### config.mk
export PLATFORM = sky130hd
export DESIGN_NAME = switch_debounce
export DESIGN_NICKNAME = d
export VERILOG_FILES = /design/src/rtl/switch_debounce.sv
export SDC_FILE = /design/constraint.sdc
export NUM_CORES = 1
export LEC_CHECK = 0
export CELL_PAD_IN_SITES_DETAIL_PLACEMENT = 1
export CELL_PAD_IN_SITES_GLOBAL_PLACEMENT = 1
export CORE_UTILIZATION = 50
export DETAILED_ROUTE_END_ITERATION = 8
export PLACE_DENSITY = 0.81
export SYNTH_ARGS = -nofsm -noshare
export SYNTH_HDL_FRONTEND = slang
export SYNTH_SLANG_ARGS = --single-unit
### constraint.sdc
create_clock -name clk -period 10.8 [get_ports clk]
set_input_delay 1.62 -clock clk [delete_from_list [all_inputs] [get_ports clk]]
set_output_delay 1.62 -clock clk [all_outputs]
set_load 0.02 [all_outputs]
### src/rtl/switch_debounce.sv
// Debouncer for a bank of board switches and one confirmation push-button.
// Switches share one settle counter; the button uses a 4-state FSM with a sticky confirmation flag.
module switch_debounce #(
  parameter int unsigned DB_CYCLES = 100000,
  parameter int unsigned SW_W      = 16
) (
  input  logic            clk,
  input  logic            rst,
  input  logic [SW_W-1:0] rawSwitch,
  input  logic            rawButton,
  input  logic            confirmClear,
  output logic [SW_W-1:0] switchOut,
  output logic            buttonLevel,
  output logic            confirmation,
  output logic            switchChanged
);

  localparam int unsigned     CW      = (DB_CYCLES > 2) ? $clog2(DB_CYCLES) : 1;
  localparam logic [CW-1:0]   CNT_MAX = CW'(DB_CYCLES - 1);

  typedef enum logic [1:0] {
    LOW_STABLE,
    RISE_PEND,
    HIGH_STABLE,
    FALL_PEND
  } btn_state_t;

  // ---------------------------------------------------------------------------
  // Two-flop synchroniser: button sits on the top bit, switches below it.
  // ---------------------------------------------------------------------------
  logic [SW_W:0] sync_meta;
  logic [SW_W:0] sync_out;
  logic [SW_W-1:0] s_sw;
  logic            s_btn;

  // NOTE: every flop here, synchroniser stages included, is cleared by reset so
  // no half-sampled bounce can survive a reset and leak into the counters.
  always_ff @(posedge clk or posedge rst) begin
    if (rst) begin
      sync_meta <= '0;
      sync_out  <= '0;
    end else begin
      // NOTE: non-blocking assignments make both stages sample the old values
      // on the same edge; blocking here would collapse the chain to one flop.
      sync_meta <= {rawButton, rawSwitch};
      sync_out  <= sync_meta;
    end
  end

  assign s_sw  = sync_out[SW_W-1:0];
  assign s_btn = sync_out[SW_W];

  // ---------------------------------------------------------------------------
  // Switch bank: any bit moving restarts the shared count from zero.
  // ---------------------------------------------------------------------------
  logic [SW_W-1:0] cand;
  logic [SW_W-1:0] sw_prev;
  logic [CW-1:0]   sw_cnt;

  always_ff @(posedge clk or posedge rst) begin
    if (rst) begin
      cand      <= '0;
      sw_cnt    <= '0;
      switchOut <= '0;
    end else if (s_sw != cand) begin
      cand   <= s_sw;
      sw_cnt <= '0;
    end else if (cand != switchOut) begin
      if (sw_cnt == CNT_MAX) begin
        switchOut <= cand;
        sw_cnt    <= '0;
      end else begin
        sw_cnt <= sw_cnt + CW'(1);
      end
    end else begin
      sw_cnt <= '0;
    end
  end

  // Change pulse lags the switchOut update by one edge, aligned to the new value.
  always_ff @(posedge clk or posedge rst) begin
    if (rst) begin
      sw_prev       <= '0;
      switchChanged <= 1'b0;
    end else begin
      sw_prev       <= switchOut;
      switchChanged <= (switchOut != sw_prev);
    end
  end

  // ---------------------------------------------------------------------------
  // Button FSM with dedicated counter.
  // ---------------------------------------------------------------------------
  btn_state_t    state;
  btn_state_t    state_nxt;
  logic [CW-1:0] btn_cnt;
  logic [CW-1:0] btn_cnt_nxt;
  logic          conf_set;

  always_comb begin
    // NOTE: defaults first so every path assigns every output; otherwise the
    // missing branches would infer latches.
    state_nxt   = state;
    btn_cnt_nxt = btn_cnt;
    conf_set    = 1'b0;
    unique case (state)
      LOW_STABLE: begin
        if (s_btn) begin
          state_nxt   = RISE_PEND;
          btn_cnt_nxt = '0;
        end
      end
      RISE_PEND: begin
        if (!s_btn) begin
          state_nxt = LOW_STABLE;
        end else if (btn_cnt == CNT_MAX) begin
          state_nxt   = HIGH_STABLE;
          btn_cnt_nxt = '0;
          conf_set    = 1'b1;
        end else begin
          btn_cnt_nxt = btn_cnt + CW'(1);
        end
      end
      HIGH_STABLE: begin
        if (!s_btn) begin
          state_nxt   = FALL_PEND;
          btn_cnt_nxt = '0;
        end
      end
      FALL_PEND: begin
        if (s_btn) begin
          state_nxt = HIGH_STABLE;
        end else if (btn_cnt == CNT_MAX) begin
          state_nxt   = LOW_STABLE;
          btn_cnt_nxt = '0;
        end else begin
          btn_cnt_nxt = btn_cnt + CW'(1);
        end
      end
      default: begin
        state_nxt   = LOW_STABLE;
        btn_cnt_nxt = '0;
      end
    endcase
  end

  always_ff @(posedge clk or posedge rst) begin
    if (rst) begin
      state        <= LOW_STABLE;
      btn_cnt      <= '0;
      buttonLevel  <= 1'b0;
      confirmation <= 1'b0;
    end else begin
      state       <= state_nxt;
      btn_cnt     <= btn_cnt_nxt;
      buttonLevel <= (state_nxt == HIGH_STABLE) || (state_nxt == FALL_PEND);
      // A press arriving with a clear wins so that no press is ever dropped.
      if (conf_set) begin
        confirmation <= 1'b1;
      end else if (confirmClear) begin
        confirmation <= 1'b0;
      end
    end
  end

endmodule

==> impl_metrics.sql <==
INSERT INTO impl_metrics (metric_group, metric, value, unit) VALUES
('routing', 'drt_pass1_iterations', '4', ''),
('sta', 'min_period', '3.27', 'ns'),
('worst_hold_path', 'worst_hold_path.endpoint', 'sync_out[6]', ''),
('clocking', 'root_buffer', 'sky130_fd_sc_hd__clkbuf_8', ''),
('die', 'initial_core_util', '51.6', '%'),
('sta', 'rsz_0062_raised_after_global_routing', 'false', ''),
('setup_path', 'path_cells', 'clkdlybuf4s50_1', ''),
('final_layout', 'mostFrequentLayoutCells', '121 x sky130_fd_sc_hd__dfrtp_1, 42 x sky130_fd_sc_hd__xor2_1, 38 x sky130_fd_sc_hd__clkdlybuf4s50_1', ''),
('logic_synthesis', 'post_synth_inst_count', '380', ''),
('power', 'power.static_leakage', '2.65', 'nW'),
('final_layout', 'flow.area_growth_from_synthesis', '22.3', '%'),
('clocking', 'cts_made_buffers', '17', ''),
('clocking', 'tritoncts_clock_tree', 'done', ''),
('sta', 'slew_worst_pin', '0.986', 'ns'),
('final_layout', 'utilization', '63.1', '%'),
('place', 'place_congestion', '0.783', ''),
('routing', 'ant_nets', '0', ''),
('logic_synthesis', 'synth.area.top_cells', 'sky130_fd_sc_hd__dfrtp_1 63%, sky130_fd_sc_hd__xor2_1 7.7%, sky130_fd_sc_hd__xnor2_1 5.5%, sky130_fd_sc_hd__mux2_2 4.5%, sky130_fd_sc_hd__nor2_1 2.8%', ''),
('setup_path', 'cp_num_buf_inv', '1', ''),
('worst_hold_path', 'hold_class', 'register to register', ''),
('clocking', 'post_cts_resized', '0', ''),
('logic_synthesis', 'post_synth.cell_area_avg', '12.6', 'µm²'),
('sta', 'finalHoldWorstSlack', '0.344', 'ns'),
('routing', 'remaining_drc_errors', '0', ''),
('clocking', 'number_of_buffers_inserted_by_hold_repair_at_cts', '0', ''),
('clocking', 'postCtsSetupBuffers', '0', ''),
('logic_synthesis', 'synth_cell_types', '35', ''),
('setup_path', 'r2r.worst_path.cells', '6', ''),
('routing', 'drt-vias-per-instance', '5.25', ''),
('final_layout', 'drive_above_1_share', '14.4', '%'),
('setup_path', 'worst_setup_path_end_kind', 'output pin', ''),
('power', 'vdd_ir_drop_max', '0.130', 'mV'),
('die', 'die_h', '99.7', 'µm'),
('global_routing', 'met1_usage', '30.2', '%'),
('final_layout', 'nets', '440', ''),
('status', 'outcome', 'completed', ''),
('global_routing', 'first_global_vias', '3307', ''),
('setup_path', 'crit_required', '9.18', 'ns'),
('setup_path', 'crit_arrival', '1.65', 'ns'),
('clocking', 'numClockSinks', '121', ''),
('setup_path', 'timing.reg2reg.setup_slack', '8.38', 'ns'),
('sta', 'post_route_skew', '0.0110', 'ns'),
('setup_path', 'critical_path.slowest_cell', 'sky130_fd_sc_hd__clkdlybuf4s50_1', ''),
('clocking', 'clock_slew_at_reported_path_ffs', '0.07', 'ns'),
('global_routing', 'grt_use_total', '24.7', '%'),
('clocking', 'cts-htree-levels', '4', ''),
('sta', 'fin_tns_setup', '0', 'ns'),
('die', 'die_width', '99.7', 'µm'),
('sta', 'timing.fmax', '0.306', 'GHz'),
('final_layout', 'antenna_cells', '0', ''),
('power', 'power.density', '184', 'nW/µm²'),
('routing', 'routed_wl', '10800', 'µm'),
('setup_path', 'max_fanout_on_critical_path', '5', ''),
('place', 'dp_hpwl', '6560', 'µm'),
('logic_synthesis', 'synthesized_nets', '402', ''),
('logic_synthesis', 'post_synth_instance_area', '4770', 'µm²'),
('sta', 'final-setup-viol-count', '0', ''),
('logic_synthesis', 'synth.ff_latch_count', '121', ''),
('setup_path', 'cpLargestDelayFamily', 'buffers and inverters', ''),
('die', 'die_area', '9940', 'µm²'),
('worst_hold_path', 'worstHoldPathCells', '0', ''),
('final_layout', 'nFillCells', '909', ''),
('worst_hold_path', 'min_from', 'sync_meta[6]', ''),
('die', 'rows', '35', ''),
('logic_synthesis', 'post-synth-top-area-fraction', '63.5', '%'),
('global_routing', 'grt.overflow.total', '0', ''),
('setup_path', 'worstSetupStartpointType', 'register', ''),
('global_routing', 'wire_length_of_the_first_global_routing_pass', '17900', 'µm'),
('die', 'pin_count', '39', ''),
('clocking', 'worstSkewPairLatency', '0.52', 'ns'),
('logic_synthesis', 'synth_sequential_area_ratio', '63.5', '%');
[Yosys cell counts, drive strengths merged]
cell type and n:
nor4 15, nor4b 1, mux2 19, or4 1
dfrtp 121, clkbuf 18, and4 1, a21oi 1
a22o 4, and2 2, xor2 42, o31ai 1
and4b 1, nor3 9, and3 5, mux2i 2
inv 6, nand3 12, nor2 36, xnor2 30
buf 2, nand3b 2, o211ai 1, or2 2
ha 2, nor2b 2, or4b 1, o21ai 9
nand4 12, nand2 20
[area by class of cell]
cell class / count / area, µm² / area share, %
Clock buffer: 18 / 428 / 7.33
Inverter: 6 / 25.0 / 0.429
Timing Repair Buffer: 39 / 388 / 6.65
Sequential cell: 121 / 3030 / 51.9
Multi-Input combinational cell: 233 / 1640 / 28.2
Tap cell: 129 / 161 / 2.77
Clock inverter: 14 / 161 / 2.77
[how the worst max path moves through the flow]
stage                       startpoint            end  slack, ns  cells after the start
after floorplan                    rst     btn_cnt[0]       5.97                      1
after global placement             rst  sync_meta[12]       7.38                      3
after detailed placement           rst   switchOut[6]       7.34                      3
after CTS                 switchOut[0]   switchOut[0]       7.51                      1
after global routing      switchOut[1]   switchOut[1]       7.48                      1
final                     switchOut[1]   switchOut[1]       7.53                      1
[cells by family after synthesis]
group / Yosys count / synth area share (%)
flops: 121 / 63.5
simple gates: 122 / 13.4
xor+xnor: 72 / 13.2
mux: 21 / 4.90
fa+ha+maj: 2 / 0.524
buf+inv: 26 / 2.10
compound gates: 16 / 2.39
[report_power, final]
group | internal [mW] | switching [mW] | leakage (nW) | total, mW
clock network | 0.341 | 0.225 | 0.285 | 0.566
registers | 0.464 | 0.00992 | 1.57 | 0.474
logic | 0.0145 | 0.0192 | 0.798 | 0.0336
[flip-flops by register name, summed over array words and instances (netlist names)]
signal / count
switchChanged: 1
sw_cnt: 17
switchOut: 16
sync_out: 17
confirmation: 1
sync_meta: 17
sw_prev: 16
btn_cnt: 17
state: 2
buttonLevel: 1
cand: 16
[stage by stage]
stage	instance area, µm²	setup WS, ns	total power, mW	std cells
2_1_floorplan	4770	5.97	0.500	380
3_3_place_gp	5250	7.38	0.512	528
3_5_place_dp	5250	7.34	0.515	528
4_1_cts	5830	7.51	1.08	560
5_1_grt	5830	7.48	1.10	560
6_report	5830	7.53	1.07	560
[metal layers]
metal | up-vias | part of all wire (%)
li1 | 1347 | -
met1 | 1526 | 43
met2 | 51 | 53
met3 | 14 | 2.5
met4 | 0 | 1.7
met5 | - | 0
(Power assumes the default switching activity.)
==> RTL edit 1 (config.mk and constraints unchanged) <==
Change the parameter `SW_W` from 16 to 14.
--- a/src/rtl/switch_debounce.sv
+++ b/src/rtl/switch_debounce.sv
@@ -2,7 +2,7 @@
 // Switches share one settle counter; the button uses a 4-state FSM with a sticky confirmation flag.
 module switch_debounce #(
   parameter int unsigned DB_CYCLES = 100000,
-  parameter int unsigned SW_W      = 16
+  parameter int unsigned SW_W      = 14
 ) (
   input  logic            clk,
   input  logic            rst,
Ports: changed (resized rawSwitch and switchOut); port bits go from 39 to 35. No check against the original RTL was run, so the function may have changed too.
==> RTL edit 1 against the original RTL <==
Global-route usage down 4.9 points. Largest power group is now registers. Power down 34%. Sequential cell count down 10. Fmax up 5.0%. Utilization down 4.8 points. Clock power down 57%. Final cell count down 12%. Critical endpoint is now switchOut[4]. Wire length down 23%. Synthesized area down 6.0%. Design area down 13%. Worst setup slack better by 160 ps.
==> RTL edit 1: results (changes against the original RTL) <==
outcome:
  outcome: "finished clean"
synth:
  synthTopCellsByArea: "dfrtp_1 62%, xor2_1 8.2%, xnor2_1 5.1%"
  synth_compound_area_share_pct: 2.45  # +0.067 points
  ys_seq_area_share_pct: 61.9  # -1.6 points
  synth-xor-area-share_pct: 13.3  # +0.056 points
  syn-num-nets: 373  # -7.2%
  yosys-top-cells-count: "111 x dfrtp_1, 42 x xor2_1, 26 x xnor2_1"
power:
  leakagePower_nw: 2.33  # -12%
  ir_drop_v: 0.0000866  # -34%
layout:
  drive_gt1_share_pct: 12.9  # -1.5 points
  fillers: 870  # -4.3%
  syn_to_final_growth_pct: 13.4
  num-nets-final: 402  # -8.6%
global_route:
  grt_pass1_vias: 2973  # -10%
  met3_usage_pct: 3.97  # -2.4 points
  grt_max_degree: 85  # +37%
  gr-usage-met2_pct: 31.6  # -10 points
clock_network:
  worstSkewPairLatency_ps: 380  # -140 ps
drt:
  viasPerCell: 5.30  # +0.96%
  initialDrtViolationCount: 83  # -14%
place:
  hpwlAfterDp_mm: 6.02  # -8.3%
  post_dp_cell_area_um2: 4890  # -6.8%
  io_buffers: 34  # -11%
critical_path:
  critPathArrivalTime_ps: 1500  # -150 ps
sta:
  skew_ps: 16.8  # +5.82 ps
  worst_slew_pin_slew_ps: 1030  # +48.7 ps
-- RTL edit 1: cell count changes after synthesis, moves of 3 or more --
cell,change
nor4_1,-6
clkbuf_1,-3
dfrtp_1,-10
xnor2_1,-4
nor2_1,-11
mux2_2,-15
mux2_4,+10
nand2b_1,+3
nor2_2,+8
-- RTL edit 1: logic make-up (layout without fill, tap and decap cells) --
| group | count (synthesis) | count (layout) |
|---|---|---|
| compound gates | 16 | 16 |
| xor+xnor | 68 | 68 |
| fa+ha+maj | 2 | 2 |
| buf+inv | 22 | 56 |
| flops | 111 | 111 |
| mux | 17 | 17 |
| simple gates | 117 | 117 |
-- RTL edit 1: final timing paths --
path / start / endpoint / slack [ps] / depth (start not counted)
setup / recovery: switchOut[4]$_DFFE_PP0P_ / switchOut[4] / 7680 / 1
hold / removal: sync_meta[6]$_DFF_PP0_ / sync_out[6]$_DFF_PP0_ / 360 / 0
setup reg to reg: btn_cnt[0]$_DFFE_PP0P_ / btn_cnt[16]$_DFFE_PP0P_ / 8690 / 6
hold reg to reg: sync_meta[6]$_DFF_PP0_ / sync_out[6]$_DFF_PP0_ / 360 / 0
max in group asynchronous: rst / sw_cnt[9]$_DFF_PP0_ / 7890 / 3
min in group asynchronous: rst / sync_meta[9]$_DFF_PP0_ / 1570 / 2
-- RTL edit 1: layout make-up --
| cell class | count | share of cell area, % |
|---|---|---|
| clock buffer | 9 | 2.43 |
| tap | 108 | 2.66 |
| timing repair buffer | 36 | 6.98 |
| inverter | 4 | 0.344 |
| multi-input combinational | 220 | 31.5 |
| clock inverter | 7 | 1.52 |
| sequential | 111 | 54.6 |
-- RTL edit 1: metal layers --
metal / share of wire, % / vias up
li1: - / 1234
met1: 47 / 1338
met2: 49 / 40
met3: 2.7 / 10
met5: 0 / -
met4: 1.4 / 0
-- RTL edit 1: power breakdown --
group | switching (W) | total (W) | internal (W) | leakage (nW)
registers | 0.00000909 | 0.000435 | 0.000426 | 1.44
clock network | 0.000153 | 0.000244 | 0.0000911 | 0.0975
logic | 0.0000169 | 0.0000306 | 0.0000137 | 0.788
-- RTL edit 1: worst reg2reg max path, stage by stage, from the launching register on --
cell     delay (ps)
dfrtp_1         410
ha_1            260
nand4_1         250
nor4b_1         630
nand4_1         200
xor2_1          200
nor2_2           50
-- RTL edit 1: metrics by stage --
step	hold slack, ps	worst slack [ps]	instances
after floorplan	331	6250	353
after global placement	332	7440	479
after detailed placement	336	7380	479
after CTS	363	7650	495
after global routing	367	7600	495
final	360	7680	495
==> RTL edit 2 (same settings) <==
Made on the original files. Encoding of `btn_state_t`: now one-hot (4 bits for 4 states).
--- a/src/rtl/switch_debounce.sv
+++ b/src/rtl/switch_debounce.sv
@@ -18,11 +18,11 @@
   localparam int unsigned     CW      = (DB_CYCLES > 2) ? $clog2(DB_CYCLES) : 1;
   localparam logic [CW-1:0]   CNT_MAX = CW'(DB_CYCLES - 1);
 
-  typedef enum logic [1:0] {
-    LOW_STABLE,
-    RISE_PEND,
-    HIGH_STABLE,
-    FALL_PEND
+  typedef enum logic [3:0] {
+    LOW_STABLE  = 4'b0001,
+    RISE_PEND   = 4'b0010,
+    HIGH_STABLE = 4'b0100,
+    FALL_PEND   = 4'b1000
   } btn_state_t;
 
   // ---------------------------------------------------------------------------
Function: same outputs for any inputs over 10 cycles, from zero or initial values and one cycle with rst high; not proved beyond that.
==> RTL edit 2 against the original RTL <==
Sequential cell count grew 2. Power shrank 2.1%. Critical endpoint is now switchOut[5]. Global-route usage grew 0.41 points. Clock skew is essentially flat. Worst setup slack gained 4.9 ps. Combinational power grew 24%. Largest cell class unchanged. Synthesized area grew 3.9%. Register-to-register slack lost 350 ps. Final cell count grew 4.6%. Design area grew 2.3%. Wire length grew 1.8%.
==> RTL edit 2: results (changes against the original RTL) <==
layout:
  drive_gt1_share_pct: 12.7  # -1.7 points
  instances_no_fill: 586  # +4.6%
  fillers: 944  # +3.9%
  num-nets-final: 466  # +5.9%
place:
  dp.cells: 554  # +4.9%
  post_dp_cell_area_um2: 5410  # +3.2%
  hpwlAfterDp_mm: 6.94  # +5.9%
  place_congestion: 0.768  # -1.8%
  dpl_worst_slack_ps: 7260  # -75.6 ps
critical_path:
  critPathLaunch: "switchOut[5]$_DFFE_PP0P_"
  r2r-start: "btn_cnt[13]$_DFFE_PP0P_"
  regToRegSetupSlack_ps: 8030  # -350 ps
  r2r_end: "btn_cnt[8]$_DFFE_PP0P_"
  max_stage_delay_ps: 680  # +20 ps
  crit_path_end: "switchOut[5]"
synth:
  syn_inst: 411  # +8.2%
  synth-xor-area-share_pct: 12.9  # -0.32 points
  synth_mux_area_share_pct: 3.86  # -1.0 points
  ys_types: 42  # +20%
  syn-num-nets: 433  # +7.7%
  ys_seq_area_share_pct: 62.1  # -1.4 points
  yosys-top-cells-count: "122 x dfrtp_1, 41 x xor2_1, 38 x nor2_1"
  yosys.area_share.adder_pct: 0.505  # -0.020 points
drt:
  first_pass_iters: 5  # +1
  vias: 3237  # +10%
  routedWlPerCell_um: 18.8  # -2.7%
outcome:
  outcome: "finished clean"
global_route:
  grt_pass1_wl_mm: 18.8  # +5.3%
  grt_pass1_vias: 3688  # +12%
  grt_use_total_pct: 25.1  # +0.41 points
sta:
  relSlewSlack_pct: 33.9  # +0.10 points
  min_period_over_period_pct: 30.3  # -0.045 points
  skew_ps: 11.2  # +0.171 ps
power:
  powerSeq_w: 0.000484  # +2%
  ir_drop_v: 0.000100  # -23%
  power.switching_fraction_pct: 25.2  # +1.5 points
[RTL edit 2: changes by cell type after synthesis, sizes merged, moves of 3 or more]
cell    delta
a21oi      +8
and4       +3
clkbuf     +4
inv        +3
nand2      -3
nand3      -3
or3        +6
[RTL edit 2: cells by family (layout without fill, tap and decap cells)]
| group | count (synthesis) | in the layout |
|---|---|---|
| xor+xnor | 73 | 73 |
| simple gates | 133 | 133 |
| compound gates | 28 | 28 |
| fa+ha+maj | 2 | 2 |
| buf+inv | 35 | 81 |
| flops | 123 | 123 |
| mux | 17 | 17 |
[RTL edit 2: layout make-up]
class / count / area [µm²] / area share, %
sequential: 123 / 3080 / 51.6
multi-input combinational: 253 / 1740 / 29.2
clock buffer: 18 / 428 / 7.17
timing repair buffer: 40 / 395 / 6.63
tap: 129 / 161 / 2.70
clock inverter: 14 / 125 / 2.10
inverter: 9 / 36.3 / 0.608
[RTL edit 2: worst min path at each step]
stage                                  from                     end  slack (ps)  cells after the start
floorplan            sync_meta[0]$_DFF_PP0_   sync_out[0]$_DFF_PP0_         330                      0
global placement     sync_meta[7]$_DFF_PP0_   sync_out[7]$_DFF_PP0_         330                      0
detailed placement   sync_meta[4]$_DFF_PP0_   sync_out[4]$_DFF_PP0_         340                      0
CTS                  sync_meta[8]$_DFF_PP0_   sync_out[8]$_DFF_PP0_         350                      0
global route        sync_meta[13]$_DFF_PP0_  sync_out[13]$_DFF_PP0_         360                      0
finish               sync_meta[8]$_DFF_PP0_   sync_out[8]$_DFF_PP0_         350                      0
[RTL edit 2: metal layers]
layer	share of wire [%]	vias to the layer above	track usage (%)
met5	0	-	0
met4	1.8	0	9.36
met3	2.7	18	7.25
met2	52	53	44.3
met1	43	1698	29.0
li1	-	1468	-
